<file path="src/rtl/fc1_ctrl_pkg.sv">
// Shared state encoding and default sizing for the FC1 sequencer.
// Defaults match the 784-input first fully connected layer.
package fc1_ctrl_pkg;

    localparam int INPUT_NODES_DEF = 784;
    localparam int ADDR_W_DEF      = 10;
    localparam int MEM_LAT_DEF     = 1;
    localparam int PE_LAT_DEF      = 2;

    typedef enum logic [2:0] {
        IDLE  = 3'd0,
        CLEAR = 3'd1,
        RUN   = 3'd2,
        DRAIN = 3'd3,
        DONE  = 3'd4
    } state_t;

endpackage

</file>
<file path="src/rtl/fc1_valid_delay.sv">
// Fixed-depth shift register that aligns the PE accumulate strobe
// with the memory read latency; flushed by reset.
module fc1_valid_delay
    import fc1_ctrl_pkg::*;
#(
    parameter int DEPTH = MEM_LAT_DEF
) (
    input  logic clk,
    input  logic reset,
    input  logic strobe,
    output logic delayed
);

    logic [DEPTH-1:0] taps;

    always_ff @(posedge clk) begin
        if (reset) begin
            taps <= '0;
        end else begin
            taps[0] <= strobe;
            for (int i = 1; i < DEPTH; i++) begin
                taps[i] <= taps[i-1];
            end
        end
    end

    assign delayed = taps[DEPTH-1];

endmodule

</file>
<file path="src/rtl/fc1_seq_ctrl.sv">
// FC1 PE-array sequencer: clear, stream addresses, drain, then pulse done.
// Define FC1_CTRL_PAUSE_EN to add the pause input that stalls address issue.
module fc1_seq_ctrl
    import fc1_ctrl_pkg::*;
#(
    parameter int INPUT_NODES = INPUT_NODES_DEF,
    parameter int ADDR_W      = ADDR_W_DEF,
    parameter int MEM_LAT     = MEM_LAT_DEF,
    parameter int PE_LAT      = PE_LAT_DEF
) (
    input  logic              clk,
    input  logic              reset,
    input  logic              start,
`ifdef FC1_CTRL_PAUSE_EN
    input  logic              pause,
`endif
    output logic              rd_en,
    output logic [ADDR_W-1:0] addra,
    output logic              pe_valid,
    output logic              pe_clear,
    output logic              busy,
    output logic              done,
    output logic              out_latch
);

    localparam int DRAIN_CYC = MEM_LAT + PE_LAT;
    localparam int CNT_W     = $clog2(DRAIN_CYC + 1);

    localparam logic [ADDR_W-1:0] LAST    = ADDR_W'(INPUT_NODES - 1);
    localparam logic [CNT_W-1:0]  CNT_END = CNT_W'(DRAIN_CYC - 1);

    state_t           state;
    logic [CNT_W-1:0] drain_cnt;
    logic             stall;

`ifdef FC1_CTRL_PAUSE_EN
    assign stall = pause;
`else
    assign stall = 1'b0;
`endif

    // In RUN the current addra has always been issued already,
    // so resuming after a stall advances straight to the next one.
    always_ff @(posedge clk) begin
        if (reset) begin
            state     <= IDLE;
            rd_en     <= 1'b0;
            addra     <= '0;
            pe_clear  <= 1'b0;
            busy      <= 1'b0;
            done      <= 1'b0;
            out_latch <= 1'b0;
            drain_cnt <= '0;
        end else begin
            case (state)
                IDLE: begin
                    if (start) begin
                        state    <= CLEAR;
                        pe_clear <= 1'b1;
                        busy     <= 1'b1;
                        addra    <= '0;
                    end
                end
                CLEAR: begin
                    state    <= RUN;
                    pe_clear <= 1'b0;
                    rd_en    <= 1'b1;
                end
                RUN: begin
                    if (stall) begin
                        rd_en <= 1'b0;
                    end else if (addra == LAST) begin
                        state     <= DRAIN;
                        rd_en     <= 1'b0;
                        drain_cnt <= '0;
                    end else begin
                        addra <= addra + ADDR_W'(1);
                        rd_en <= 1'b1;
                    end
                end
                DRAIN: begin
                    if (drain_cnt == CNT_END) begin
                        state     <= DONE;
                        done      <= 1'b1;
                        out_latch <= 1'b1;
                    end else begin
                        drain_cnt <= drain_cnt + CNT_W'(1);
                    end
                end
                DONE: begin
                    state     <= IDLE;
                    done      <= 1'b0;
                    out_latch <= 1'b0;
                    busy      <= 1'b0;
                end
                default: begin
                    state <= IDLE;
                end
            endcase
        end
    end

    fc1_valid_delay #(
        .DEPTH(MEM_LAT)
    ) u_valid_delay (
        .clk    (clk),
        .reset  (reset),
        .strobe (rd_en),
        .delayed(pe_valid)
    );

endmodule

</file>
<file path="config.mk">
export PLATFORM = sky130hd
export DESIGN_NAME = fc1_seq_ctrl
export DESIGN_NICKNAME = d
export VERILOG_FILES = /design/src/rtl/fc1_ctrl_pkg.sv /design/src/rtl/fc1_valid_delay.sv /design/src/rtl/fc1_seq_ctrl.sv
export SDC_FILE = /design/constraint.sdc
export NUM_CORES = 1
export LEC_CHECK = 0
export CAP_MARGIN = 40
export CORE_MARGIN = 1
export CORE_UTILIZATION = 46
export CTS_BUF_LIST = sky130_fd_sc_hd__clkbuf_8 sky130_fd_sc_hd__clkbuf_16
export DETAILED_ROUTE_END_ITERATION = 8
export PLACE_DENSITY_LB_ADDON = 0.3
export SYNTH_ARGS = -nofsm -noshare
export SYNTH_HDL_FRONTEND = slang
export SYNTH_HIERARCHICAL = 1
export SYNTH_SLANG_ARGS = --single-unit
</file>
<file path="constraint.sdc">
create_clock -name clk -period 1.46 [get_ports clk]
set_input_delay 0.292 -clock clk [delete_from_list [all_inputs] [get_ports clk]]
set_output_delay 0.292 -clock clk [all_outputs]
set_load 0.03 [all_outputs]
</file>
==> flow_metrics.tcl, run 1 <==
set metrics [dict create \
    slew_viol_final 0 \
    gr-total-overflow 0 \
    critPathMaxFanout 3 \
    setup_viol 14 \
    totalWireLength_mm 3.39 \
    p_switching_mw 0.437 \
    power.density_mw_per_mm2 834 \
    h-tree-depth 1 \
    grt_pass1_wl_mm 5.22 \
    synth-async-reset-ratio_pct 0 \
    cts-root-buf "clkbuf_8" \
    ant_nets 0 \
    critPathKind "reg -> reg" \
    outcome "complete, but fails checks" \
    p_total_mw 1.41 \
    vias_per_cell 6.07 \
    comb_power_share_pct 26.2 \
    cts.sinks 20 \
    syn_avg_cell_area_um2 8.61 \
    min_from "rd_en" \
    antenna_cells 0 \
    p_int_mw 0.973 \
    track_usage_pct 27.5 \
    grt_max_degree 12 \
    dr.pass1.iters 4 \
    syn_inst 126 \
    stdcell_count 202 \
    drv_cap 0 \
    seq_area_frac_synth_pct 36.9 \
    synth.net_count 131 \
    clkLatencyLatePin_ns 0.27 \
    startpoint_type "flop" \
    synth_ff_type "dfxtp_1" \
    drt_iter0_markers 49 \
    rsz0062_at_grt "yes" \
    initial_core_util_pct 49.0 \
    cts_tree "done" \
    die_h_um 50.6 \
    crit_path_end_kind "flop" \
    dp_cells 194 \
    period_needed_ns 1.63 \
    maxSlewHeadroom_pct 76.2 \
    regToRegSetupSlack_ns -0.17 \
    post-dp-hpwl_mm 2.09 \
    die_w_um 50.6 \
    die-area_mm2 0.00256 \
    synth-edff-count 0 \
    power_leakage_nw 0.696 \
    yosysWarnings 6 \
    hold_class "reg -> reg" \
    startpoint "addra[0]" \
    dr_total_vias 1227 \
    fmax_mhz 613 \
    fin_area_mm2 0.00169 \
    grt_pass1_vias 1090 \
    syn_area_mm2 0.00108 \
    ys_types 43 \
    io_pins 19 \
    pwr-share-clk_pct 31.4 \
    reg2reg_from "addra[0]" \
    setup-tns-final_ns -1.13 \
    switching_share_pct 31.0 \
    cp_data_required_time_ns 1.62 \
    place.gp.congestion 0.870 \
    violations "setup timing" \
    core_area_mm2 0.00221 \
    clk_pin_slew_ns 0.08 \
    wl_per_cell_um 16.8 \
    worst_slack_ns -0.172 \
    placedInstanceArea_mm2 0.00153 \
    nFillCells 162 \
    nets 180 \
    cts_buffers 3 \
    finalCritPeriodShare_pct 112 \
    utilization_pct 76.5 \
    arrival_ns 1.79 \
    fin_skew_ns 0.00350 \
    io_buffers 18 \
    drive_above_1_share_pct 43.1 \
    antenna_found_initial 0 \
    syn_to_final_growth_pct 55.9 \
    rows 17 \
    vdd_ir_drop_max_uv 579 \
    ys_ff_latch 20 \
    hold_viol_final 0 \
    cts.path.max_buffers 2 \
    tightest_slew_ns 0.357 \
    seq_power_share_pct 42.4 \
    drc 0 \
]
[state kept, by name (all words and copies together) (netlist names)]
name,flops
state,3
rd_en,1
addra,10
out_latch,1
pe_clear,1
busy,1
u_valid_delay/delayed,1
drain_cnt,2
[cell usage after synthesis (all sizes together), types with 2 or more instances]
library cell	count	area share [%]
a211oi	3	2.1
a21oi	13	6.0
a311oi	2	1.6
a31oi	2	1.2
and3	3	1.7
buf	6	3.0
clkbuf	4	1.4
dfxtp	20	37
ha	2	2.3
inv	5	1.7
nand2	7	2.4
nand2b	4	2.3
nand3	2	0.92
nand4	3	1.7
nor2	7	2.9
nor2b	2	1.8
nor3	8	3.7
nor4	3	1.7
nor4b	3	3.8
o21ai	8	3.7
[metrics by stage]
step	setup WS [ns]	hold WS, ns
after floorplan	-0.117	0.356
after global placement	-0.255	0.484
after detailed placement	-0.286	0.487
after CTS	-0.127	0.501
after global routing	-0.206	0.512
final	-0.172	0.498
[final timing paths]
kind / endpoint / cells after the start
setup / recovery: addra[6] / 6
hold / removal: u_valid_delay/delayed / 1
setup reg to reg: addra[6] / 6
hold reg to reg: u_valid_delay/delayed / 1
[worst max-delay path: stages (launching register included)]
cell	delay (ns)
dfxtp_4	0.36
ha_4	0.13
nand4b_1	0.18
nor4b_4	0.38
buf_4	0.18
nor2_2	0.05
a311oi_1	0.25
[final cells by class]
cell class | instances | area [um2] | share of cell area, %
multi-input cells | 91 | 723 | 42.8
repair buffers | 54 | 438 | 25.9
flip-flops and latches | 20 | 422 | 24.9
clock buffers | 4 | 55.1 | 3.25
well taps | 28 | 35.0 | 2.07
inverters | 5 | 18.8 | 1.11
[power by group through the flow]
| stage | clock, mW | sequential (mW) | combinational, mW |
|---|---|---|---|
| 2_1_floorplan | 0 | 0.640 | 0.154 |
| 3_3_place_gp | 0 | 0.608 | 0.321 |
| 3_5_place_dp | 0 | 0.610 | 0.328 |
| 4_1_cts | 0.441 | 0.598 | 0.346 |
| 5_1_grt | 0.461 | 0.602 | 0.394 |
| 6_report | 0.443 | 0.598 | 0.369 |
[kinds of logic (layout without fill, tap and decap cells)]
family,count (synthesis),in the layout,share of synthesized area (%)
flops,20,20,36.9
compound gates,40,40,24.3
simple gates,49,49,30.3
buf+inv,15,63,6.11
fa+ha+maj,2,2,2.31
[metal layers]
| layer | global-route usage (%) | vias up | wire, um |
|---|---|---|---|
| met5 | 0 | - | 0 |
| met4 | 12.0 | 0 | 86 |
| met3 | 4.24 | 13 | 201 |
| met2 | 42.7 | 62 | 1570 |
| met1 | 37.5 | 581 | 1530 |
| li1 | - | 571 | - |
[timing repair]
item | in CTS | in global routing
endpoints found under the hold margin | 0 | 0
endpoints found under the setup margin | 30 | 14
hold buffers | 0 | 0
resized for setup | 32 | 8
pin swaps | 14 | 6
buffers inserted | 4 | 0
[cell usage in the layout (no fill, tap or decap), drive strengths merged, types with 3 or more instances in the layout]
master	Yosys	final
a211oi	3	3
a21oi	13	13
and3	3	3
buf	6	36
clkbuf	4	4
dfxtp	20	20
dlygate4sd2	0	16
inv	5	5
nand2	7	7
nand2b	4	4
nand4	3	3
nor2	7	7
nor3	8	8
nor4	3	3
nor4b	3	3
o21ai	8	8
(Power assumes the default switching activity.)
==> inputs of run 2 (changes only) <==
SLEW_MARGIN = 15   (was not set)
==> results of run 2 <==
The final DEF is identical to that of run 1; final timing and power are the same.
